### src/rtl/reg_share_arb.sv
// Round-robin write arbiter that owns a shared data register. One requester
// is granted at a time; its byte is captured during the grant cycle and the
// block then holds off for HOLD_CYC cycles before arbitrating again.
module reg_share_arb #(
    parameter int unsigned NREQ     = 4,
    parameter int unsigned WIDTH    = 8,
    parameter int unsigned HOLD_CYC = 2
) (
    input  logic                  i_clk,
    input  logic                  i_rst,
    input  logic [NREQ-1:0]       i_req,
    input  logic [NREQ*WIDTH-1:0] i_din,
    output logic [NREQ-1:0]       o_gnt,
    output logic [WIDTH-1:0]      o_q,
    output logic [2:0]            o_owner,
    output logic                  o_q_valid,
    output logic                  o_busy
);

    localparam logic [3:0] NREQ4    = 4'(NREQ);
    localparam logic [2:0] LAST     = 3'(NREQ - 1);
    localparam logic [3:0] HOLD4    = 4'(HOLD_CYC);
    localparam bit         HAS_HOLD = (HOLD_CYC != 0);

    typedef enum logic [1:0] {
        StIdle,
        StGrant,
        StHold
    } state_e;

    state_e            r_state;
    logic [NREQ-1:0]   r_gnt;
    logic [WIDTH-1:0]  r_q;
    logic [2:0]        r_owner;
    logic              r_q_valid;
    logic [2:0]        r_ptr;
    logic [3:0]        r_cnt;

    state_e            w_state_nxt;
    logic [NREQ-1:0]   w_gnt_nxt;
    logic [WIDTH-1:0]  w_q_nxt;
    logic [2:0]        w_owner_nxt;
    logic              w_q_valid_nxt;
    logic [2:0]        w_ptr_nxt;
    logic [3:0]        w_cnt_nxt;

    // Requests padded to 8 bits so a 3-bit index never reaches past the vector.
    logic [7:0]        w_req8;
    logic              w_found;
    logic [2:0]        w_win;
    logic [3:0]        w_sum;
    logic [NREQ-1:0]   w_win_onehot;
    logic [WIDTH-1:0]  w_din_sel;
    logic              w_take;

    assign w_req8 = 8'(i_req);
    assign w_take = w_req8[r_owner];

    // Winner: first set request searching from ptr upward, wrapping mod NREQ.
    always_comb begin
        w_found = 1'b0;
        w_win   = '0;
        w_sum   = '0;
        for (int k = 0; k < NREQ; k++) begin
            w_sum = {1'b0, r_ptr} + 4'(k);
            if (w_sum >= NREQ4) begin
                w_sum = w_sum - NREQ4;
            end
            if (!w_found && w_req8[w_sum[2:0]]) begin
                w_found = 1'b1;
                w_win   = w_sum[2:0];
            end
        end
    end

    // One-hot of the winner and data mux for the current owner.
    always_comb begin
        w_win_onehot = '0;
        w_din_sel    = '0;
        for (int i = 0; i < NREQ; i++) begin
            w_win_onehot[i] = (w_win == 3'(i));
            if (r_owner == 3'(i)) begin
                w_din_sel = i_din[i*WIDTH +: WIDTH];
            end
        end
    end

    // Next-state and next-output logic of the arbitration FSM.
    always_comb begin
        w_state_nxt   = r_state;
        w_gnt_nxt     = r_gnt;
        w_q_nxt       = r_q;
        w_owner_nxt   = r_owner;
        w_q_valid_nxt = r_q_valid;
        w_ptr_nxt     = r_ptr;
        w_cnt_nxt     = r_cnt;
        unique case (r_state)
            StIdle: begin
                if (w_found) begin
                    w_state_nxt = StGrant;
                    w_gnt_nxt   = w_win_onehot;
                    w_owner_nxt = w_win;
                    w_ptr_nxt   = (w_win == LAST) ? 3'd0 : w_win + 3'd1;
                end
            end
            StGrant: begin
                w_gnt_nxt = '0;
                // Requester dropped req before its grant landed: abandon, no hold.
                if (w_take) begin
                    w_q_nxt       = w_din_sel;
                    w_q_valid_nxt = 1'b1;
                    if (HAS_HOLD) begin
                        w_state_nxt = StHold;
                        w_cnt_nxt   = HOLD4;
                    end else begin
                        w_state_nxt = StIdle;
                    end
                end else begin
                    w_state_nxt = StIdle;
                end
            end
            StHold: begin
                if (r_cnt <= 4'd1) begin
                    w_state_nxt = StIdle;
                    w_cnt_nxt   = '0;
                end else begin
                    w_cnt_nxt = r_cnt - 4'd1;
                end
            end
            default: begin
                w_state_nxt = StIdle;
                w_gnt_nxt   = '0;
            end
        endcase
    end

    // State and output registers; synchronous reset discards any capture in flight.
    always_ff @(posedge i_clk) begin
        if (i_rst) begin
            r_state   <= StIdle;
            r_gnt     <= '0;
            r_q       <= '0;
            r_owner   <= '0;
            r_q_valid <= 1'b0;
            r_ptr     <= '0;
            r_cnt     <= '0;
        end else begin
            r_state   <= w_state_nxt;
            r_gnt     <= w_gnt_nxt;
            r_q       <= w_q_nxt;
            r_owner   <= w_owner_nxt;
            r_q_valid <= w_q_valid_nxt;
            r_ptr     <= w_ptr_nxt;
            r_cnt     <= w_cnt_nxt;
        end
    end

    assign o_gnt     = r_gnt;
    assign o_q       = r_q;
    assign o_owner   = r_owner;
    assign o_q_valid = r_q_valid;
    assign o_busy    = (r_state != StIdle);

endmodule

### config.mk
export PLATFORM = sky130hd
export DESIGN_NAME = reg_share_arb
export DESIGN_NICKNAME = d
export VERILOG_FILES = /design/src/rtl/reg_share_arb.sv
export SDC_FILE = /design/constraint.sdc
export NUM_CORES = 1
export LEC_CHECK = 0
export BUFFER_PORTS_ARGS = -buffer_cell sky130_fd_sc_hd__buf_4
export CAP_MARGIN = 20
export CORE_UTILIZATION = 45
export CTS_CLUSTER_SIZE = 25
export DETAILED_ROUTE_END_ITERATION = 10
export GPL_TIMING_DRIVEN = 0
export PLACE_DENSITY = 0.76
export SETUP_SLACK_MARGIN = 0.4
export SYNTH_ARGS = -nofsm -noshare
export SYNTH_HDL_FRONTEND = slang
export SYNTH_SLANG_ARGS = --single-unit
### constraint.sdc
create_clock -name i_clk -period 3 [get_ports i_clk]
set_clock_uncertainty 0.15 [all_clocks]
set_input_delay 0.15 -clock i_clk [delete_from_list [all_inputs] [get_ports i_clk]]
set_output_delay 0.15 -clock i_clk [all_outputs]
set_load 0.05 [all_outputs]
# Yosys cells after proc, flatten, opt, wreduce, memory -nomap -nowiden
# Cells that the tools add are included.
word_totals:
  input_bits: 38
  regBits: 25
  word_cells: 90
op_classes:
  order_cmp: 10
  bitwise: 1
  addsub: 9
  muxes: 36
  n_reduce_logical: 16
  n_eq_ne: 11
op_table:
  columns: ["op", "n"]
  rows:
  - ["$mux 8", 4]
  - ["$mux 3", 9]
  - ["$lt 3x4->1 const B", 5]
  - ["$pmux 4 s2", 2]
  - ["$bmux 1 s3", 5]
  - ["$eq 3x2->1 const B", 4]
  - ["$ge 4x3->1 const B", 3]
  - ["$mux 4", 3]
  - ["$sub 3x3->3 const B", 4]
  - ["$reduce_and 2->1", 5]
  - ["$mux 1", 9]
  - ["$add 3x2->4 const B", 2]
  - ["$eq 3x1->1 const B", 2]
  - ["$logic_not 3->1", 2]
  - ["$mux 2", 3]
  - ["$ne 2x2->1 const B", 3]
  - ["$pmux 2 s3", 1]
  - ["$add 3x1->4 const B", 1]
  - ["$le 4x1->1 const B", 1]
  - ["$reduce_bool 2->1", 2]
  - ["$sub 4x1->4 const B", 1]
  - ["$add 3x1->3 const B", 1]
  - ["$ge 3x3->1 const B", 1]
  - ["$logic_and 1x1->1", 3]
  - ["5 further kinds", 7]

# Depth between registers and ports, before layout
# Gate-level depths: netlist of the first run.
logic_depth:
  depth_word: 17
  mapped_depth: 12
  mapped_depth_nobuf: 11

# Least setup slack after synthesis of the first run
# OpenSTA, ideal clock, no wires.
synth_timing:
  kind: "flip-flop to flip-flop"
  startpoint: "register r_ptr[0]"
  endpoint: "register r_ptr[0]"
  synth_period_minus_slack_ns: 2.855
  n_path_buf: 1
  setup_ns: 0.088
  required_ns: 2.762
  path_stages_with_launch: 13
  path_slack_ns: 0.145
  t_arrival_ns: 2.617
  cell_sequence: "dfxtp_1 > buf_6 > inv_1 > ha_1 > mux4_2 > o21ai_0 > and4bb_2 > a211oi_2 > inv_1 > ha_1 > nor2_1 > nand2_1 > o32ai_2"
synth_via:
  elab_chain_len: 16
synth_lines:
  columns: ["element", "line", "rtl"]
  rows:
  - ["start: declaration", "36", "logic [2:0] r_ptr;"]
  - ["start signal: assignment", "153", "r_ptr <= w_ptr_nxt;"]
  - ["branches (longest 13 deep; another with $add 3x1->4)", null, null]
  - ["$mux 3 *", "69", "if (!w_found && w_req8[w_sum[2:0]]) begin"]
  - ["net w_win[1]", "50", "logic [2:0] w_win;"]
  - ["$eq 3x2->1 *", "103", "w_ptr_nxt = (w_win == LAST) ? 3'd0 : w_win + 3'd1;"]
  - ["$mux 3 *", "103", null]
# Mark *: on every way through the listed nets, which the timed path passes. The select of a mux whose other input is x is not followed.
# A chain may end at the register's enable or synchronous reset.

# Worst setup path after layout of the first run
layout_timing:
  startpoint: "register r_ptr[0]"
  endpoint: "register r_ptr[1]"
layout_via:
  elab_chain_len: 16
layout_lines:
  columns: ["element"]
  rows:
  - ["branches (longest 16 deep; another with $add 3x1->4)"]
# Parallel ways; which one is timed is not known. The select of a mux whose other input is x is not followed.

==> results of run 1 <==
[logic make-up (layout without fill, tap and decap cells)]
logic type	after synthesis	in the layout	synth area share, %
compound gates	30	30	14.5
xor+xnor	2	2	1.12
fa+ha+maj	8	8	6.40
buf+inv	16	87	4.96
flops	25	25	32.0
mux	19	19	22.2
simple gates	55	55	18.9
[report_power, final]
part           internal, mW  total [mW]  leakage [nW]  switching (mW)
Clock                0.0508       0.152        0.0139           0.102
Sequential            0.419       0.470         0.205          0.0509
Combinational         0.703        1.53         0.714           0.824
Total                  1.17        2.15         0.933           0.977
[cells in the final DEF, fill, tap and decap left out, types with 2 or more instances in the layout]
cell type,count
o21ai_0,3
buf_2,2
a31oi_1,2
nor3_1,6
nor2_1,22
mux2_2,3
nor3b_1,10
mux2i_1,4
dfxtp_1,23
nand2_1,2
mux4_2,12
ha_1,4
ha_4,3
a21oi_1,13
buf_4,67
xnor2_1,2
nor2b_1,2
clkbuf_4,3
inv_1,3
nand2b_1,2
nand3_1,2
inv_2,2
clkbuf_1,5
a211oi_2,3
[timing repair]
action | 4_1_cts | 5_1_grt
pin swaps | 5 | 4
setup buffers | 11 | 3
endpoints found under the setup margin | 6 | 6
cloned | 0 | 0
gates resized for setup | 7 | 7
hold buffers | 0 | 0
[registers in the layout, indices dropped and copies added, names as in the netlist]
| register | flops |
|---|---|
| o_q | 8 |
| o_gnt | 4 |
| r_cnt | 4 |
| o_owner | 3 |
| r_ptr | 3 |
| r_state | 2 |
| o_q_valid | 1 |
[worst register-to-register path: stages, from the launching register on]
cell      delay [ns]
dfxtp_2         0.38
buf_8           0.11
inv_8           0.03
ha_4            0.26
mux4_2          0.53
o21ai_2         0.08
and4bb_2        0.28
a211oi_4        0.26
buf_4           0.18
ha_4            0.19
a211oi_2        0.19
[per-layer routing]
metal	vias to the layer above	wire length (um)
li1	711	-
met1	713	1790
met2	36	2380
met3	4	108
met4	0	46
met5	-	0
[how the worst max path moves through the flow]
stage / endpoint / cells after the start
floorplan: r_ptr[0] / 12
global placement: r_ptr[0] / 12
detailed placement: o_gnt[2] / 11
CTS: r_ptr[0] / 12
global route: r_ptr[0] / 12
finish: r_ptr[1] / 10
[per-stage QoR]
step	cell area, um2	hold slack [ns]	setup slack [ns]	cells	total power, mW
final	2240	0.0428	0.290	272	2.15
after global routing	2240	0.0593	0.215	272	2.29
after CTS	2190	0.0324	0.330	269	2.05
after detailed placement	2050	0.295	0.133	254	1.76
after global placement	2050	0.286	0.187	254	1.71
after floorplan	1600	0.297	0.371	155	1.45
[area by class of cell]
class                      instances  area share [%]
multi-input combinational        114            47.1
sequential                        25            22.6
timing repair buffer              67            22.5
buffer                            10            2.63
tap                               46            2.57
inverter                           6            1.34
clock buffer                       3            1.01
clock inverter                     1           0.335
==> flow_summary.yaml, run 1 <==
hold_path:
  holdPathEnd: "r_state[0]"
  min_from: "i_rst"
  hold_class: "in -> reg"
  min_path_cells: 2
logic_synthesis:
  syn-num-nets: 201
  async_flop_share_pct: 0
  synth.most_common_cell: "dfxtp_1"
  synth-warning-count: 0
  synth_top_area_share_pct: 32.0
  synth_area_leader_cell: "dfxtp_1"
  netlist_instances: 155
  synth_commonest_cells: "dfxtp_1, nor2_1, a21oi_1, mux4_2, nor3b_1"
  netlist_area_um2: 1570
  synth_seq_area_share_pct: 32.0
  ys_seq_elements: 25
  yosys.cell_types.count: 35
  synth_edf_count: 0
  synthTopCellsByArea: "dfxtp_1, mux4_2, ha_1"
  avgSynthCellArea_um2: 10.1
  synthFlopType: "dfxtp_1"
clock_tree:
  root_buffer: "clkbuf_4"
  clock_sinks: 25
  clock_latency_ns: 0.32
  cts-buffers-inserted: 3
  htree_levels: 1
  path_clk_slew_ns: 0.13
  cts_buffer_depth: 2
  cts_tree: "done"
setup_path:
  cp_data_arrival_time_ns: 2.80
  critPathKind: "reg -> reg"
  startpoint_type: "flip-flop"
  worstSetupStartpoint: "r_ptr[0]"
  worst-path-buf-inv: 3
  cp_cell_sequence: "buf_8 -> inv_8 -> ha_4 -> mux4_2 -> o21ai_2 -> and4bb_2 -> a211oi_4 -> buf_4 -> ha_4 -> a211oi_2"
  cpMaxStageDelayCell: "mux4_2"
  crit_path_frequent_cell: "ha_4"
  setup.worst_path.end_class: "flip-flop"
  rrSetupSlack_ns: 0.29
  cp_data_required_time_ns: 3.09
  r2r_end: "r_ptr[1]"
  cp_top_family: "multiplexers"
  reg2reg_from: "r_ptr[0]"
  crit_path_max_fanout: 4
  slowest_delay_ns: 0.53
  r2r_cells: 10
route:
  dr.pass1.iters: 4
  vias: 1464
  drt-initial-drc-count: 94
  avgRoutedWirePerCell_um: 15.9
  antenna_left: 0
  vias_per_cell: 5.38
  remaining_drc_errors: 0
  wl_mm: 4.33
floorplanning:
  core_area_um2: 3340
  initial_core_util_pct: 46.9
  die_w_um: 61.0
  die_area_um2: 3720
  io_pins: 55
  die_h_um: 61.0
  num_rows: 21
layout:
  area.sequential_um2: 505
  fin_util_pct: 67.1
  drive_above_1_share_pct: 50.4
  diodes: 0
  nFillCells: 287
  multi_input_area_um2: 1050
  synthToLayoutAreaGrowth_pct: 43.1
  fin_nets: 273
grt:
  busiest_layer: "met2"
  grtUsageTotal_pct: 23.7
  grt_pass1_wl_mm: 6.40
  antenna_found_initial: 0
  use_met1_pct: 30.4
  use_met2_pct: 40.8
  grt_pass1_vias: 1378
  grt_max_degree: 16
  overflow: 0
  grtUsageMet3_pct: 3.41
placed_design:
  io_buffers: 53
  hpwl_mm: 3.31
  gp_congestion: 0.778
power_and_ir_drop:
  pwr_density_cell_nw_per_um2: 960
  cellLeakagePower_nw: 0.933
  ir_drop_mv: 0.498
timing:
  fmax_mhz: 369
  setup_tns_ns: 0
  hold_viol: 0
  worst_pin_slew_ns: 0.557
  slew_viol_final: 0
  setup_viol: 0
  relSlewSlack_pct: 62.8
  timing.final.crit_share_pct: 90.3
  rsz0062_at_grt: "yes"
  finalCriticalPeriod_ns: 2.71
job:
  drv_cap: 0
outcome:
  status: "finished, final reports clean"
No activity file was read; power rests on OpenSTA's default activity.
==> run 2: changes to the inputs <==
--- a/config.mk
+++ b/config.mk
@@ -5,8 +5,8 @@
 export SDC_FILE = /design/constraint.sdc
 export NUM_CORES = 1
 export LEC_CHECK = 0
+export ABC_AREA = 1
 export BUFFER_PORTS_ARGS = -buffer_cell sky130_fd_sc_hd__buf_4
-export CAP_MARGIN = 20
 export CORE_UTILIZATION = 45
 export CTS_CLUSTER_SIZE = 25
 export DETAILED_ROUTE_END_ITERATION = 10
==> run 2 against run 1 <==
Sequential share of layout area fell by 0.050 points; die area rose by 0.94%; fmax rose by 9.4%; core utilization is 0.38 points lower; flip-flop and latch count unchanged; count of clock-buffer cells in the layout up 1; hold slack better by 0.29 ns; first-iteration DRC count is 17% lower.
==> flow_summary.yaml, run 2 <==
outcome:
  status: "finished, final reports clean"
layout:
  synthToLayoutAreaGrowth_pct: 42.0
  fin_nets: 349
  drive_above_1_share_pct: 29.1
  diodes: 0
  largest_reg_flops: 8
  final_common_cell: "buf_4"
  mostFrequentLayoutCells: "buf_4, a21oi_1, nand2_1, inv_1, nand3_1"
route:
  vias: 1792
  dr.pass1.iters: 4
  drt-initial-drc-count: 78
  remaining_drc_errors: 0
  avgRoutedWirePerCell_um: 11.9
  antenna_left: 0
  vias_per_cell: 5.15
  wl_mm: 4.15
floorplanning:
  core_area_um2: 3360
  num_rows: 21
  die_area_um2: 3750
  die_h_um: 61.3
  io_pins: 55
  initial_core_util_pct: 47.0
  die_w_um: 61.3
logic_synthesis:
  synth_area_leader_cell: "dfxtp_1"
  yosys.area_share.simple_pct: 34.7
  synth_top_family_by_area: "simple AND/OR/NAND/NOR gates"
  async_flop_share_pct: 0
  synth_seq_area_share_pct: 31.7
  synth.most_common_cell: "a21oi_1"
  synth-compound-area-share_pct: 17.3
  avgSynthCellArea_um2: 6.96
  synth_edf_count: 0
  synthAdderAreaFrac_pct: 6.33
  ys_seq_elements: 25
  syn-num-nets: 273
  muxShareOfSynthArea_pct: 0
  synth_top_area_share_pct: 31.7
  netlist_instances: 227
  yosys.cell_types.count: 28
  synth-warning-count: 0
  synth-xor-area-share_pct: 0.554
  synth_commonest_cells: "a21oi_1, inv_1, nand2_1, nand3_1, dfxtp_1"
  synthFlopType: "dfxtp_1"
  synthTopCellsByArea: "dfxtp_1, a21oi_1, nand3_1"
  netlist_area_um2: 1580
setup_path:
  cp_data_required_time_ns: 3.11
  critPathKind: "reg -> reg"
  setup.worst_path.end_class: "flip-flop"
  startpoint_type: "flip-flop"
  crit_path_max_fanout: 8
  cp_data_arrival_time_ns: 2.59
clock_tree:
  clock_sinks: 25
  cts-buffers-inserted: 3
  cts_buffer_depth: 2
  htree_levels: 1
  root_buffer: "clkbuf_4"
  postCtsSetupBuffers: 0
  clock_latency_ns: 0.31
  cts_tree: "done"
  path_clk_slew_ns: 0.13
placed_design:
  io_buffers: 54
  hpwl_mm: 3.02
  gp_congestion: 0.835
  dp_slack_ns: 0.514
timing:
  finalCriticalPeriod_ns: 2.48
  rsz0062_at_grt: "no"
  postLayoutSetupSlackWorst_ns: 0.523
  fmax_mhz: 404
  hold_viol: 0
  setup_tns_ns: 0
  slew_viol_final: 0
  relSlewSlack_pct: 40.9
  setup_viol: 0
  timing.final.crit_share_pct: 82.6
  worst_pin_slew_ns: 0.880
grt:
  grt_pass1_wl_mm: 6.84
  overflow: 0
  grtUsageTotal_pct: 24.3
  grt_max_degree: 14
  antenna_found_initial: 0
  grt_pass1_vias: 1625
power_and_ir_drop:
  cellLeakagePower_nw: 1.14
  pwr_density_cell_nw_per_um2: 900
  ir_drop_mv: 0.444
  power_mw: 2.02
hold_path:
  hold_class: "reg -> reg"
job:
  drv_cap: 0
==> run 2: cell types whose count changed after synthesis, sizes merged, moves of 3 or more <==
cell	previous run	this run
inv	6	33
mux2i	4	0
nand4	1	4
a21oi	14	31
a31oi	3	0
a211oi	4	0
nand3	3	30
clkbuf	5	0
mux2	3	0
nand2	3	42
nor3b	10	0
mux4	12	0
o21ai	4	21
==> run 2: logic make-up after synthesis <==
kind of cell	Yosys count
AOI/OAI and AO/OA	53
xor gates and xnor gates	1
adders and majority gates	8
buffers and inverters	37
DFF	25
and+or+nand+nor	103
==> run 2: cell type report <==
| type | instances | area [um2] |
|---|---|---|
| multi-input combinational | 165 | 930 |
| sequential | 25 | 505 |
| timing repair buffer | 71 | 576 |
| clock buffer | 4 | 26.3 |
| buffer | 3 | 20.0 |
| fill | 311 | 1120 |
| inverter | 34 | 130 |
| tap | 46 | 57.6 |
==> run 2: what timing repair did <==
action	CTS	global route
hold buffers	17	0
endpoints found under the hold margin	13	0
resized for setup	0	3
endpoints found under the setup margin	0	5
==> run 2: worst max-delay path, cell delays in order (launching register included) <==
cell	delay [ns]
dfxtp_1	0.37
buf_2	0.20
inv_1	0.07
nor3_1	0.71
a21oi_1	0.18
a21oi_1	0.18
dlygate4sd3_1	0.56
==> run 2: power breakdown <==
part / switching, mW / internal, mW
logic: 0.903 / 0.470
registers: 0.0715 / 0.430
clock network: 0.0940 / 0.0519
==> run 2: final timing paths <==
path | cells after the start | slack [ns] | start | endpoint
setup / recovery | 6 | 0.52 | o_owner[0] | o_q[6]
hold / removal | 2 | 0.33 | o_gnt[3] | o_gnt[3]
hold reg to reg | 2 | 0.33 | o_gnt[3] | o_gnt[3]
setup reg to reg | 6 | 0.52 | o_owner[0] | o_q[6]
==> run 2: routing by layer <==
| metal | share of wire [%] | up-vias | track usage, % |
|---|---|---|---|
| met5 | 0 | - | 0 |
| met4 | 1.7 | 0 | 6.49 |
| met3 | 6.1 | 8 | 5.46 |
| met2 | 49 | 76 | 41.0 |
| met1 | 44 | 802 | 31.2 |
| li1 | - | 906 | - |
==> run 2: per-stage QoR <==
| step | area [um2] | util [%] | instances | hold slack [ns] |
|---|---|---|---|---|
| after floorplan | 1580 | - | 227 | 0.0624 |
| after CTS | 2240 | 66.6 | 348 | 0.334 |
| after global placement | 2040 | 60.8 | 327 | 0.223 |
| after global routing | 2240 | 66.7 | 348 | 0.364 |
| after detailed placement | 2040 | 60.8 | 327 | 0.224 |
| final | 2240 | 66.7 | 348 | 0.331 |
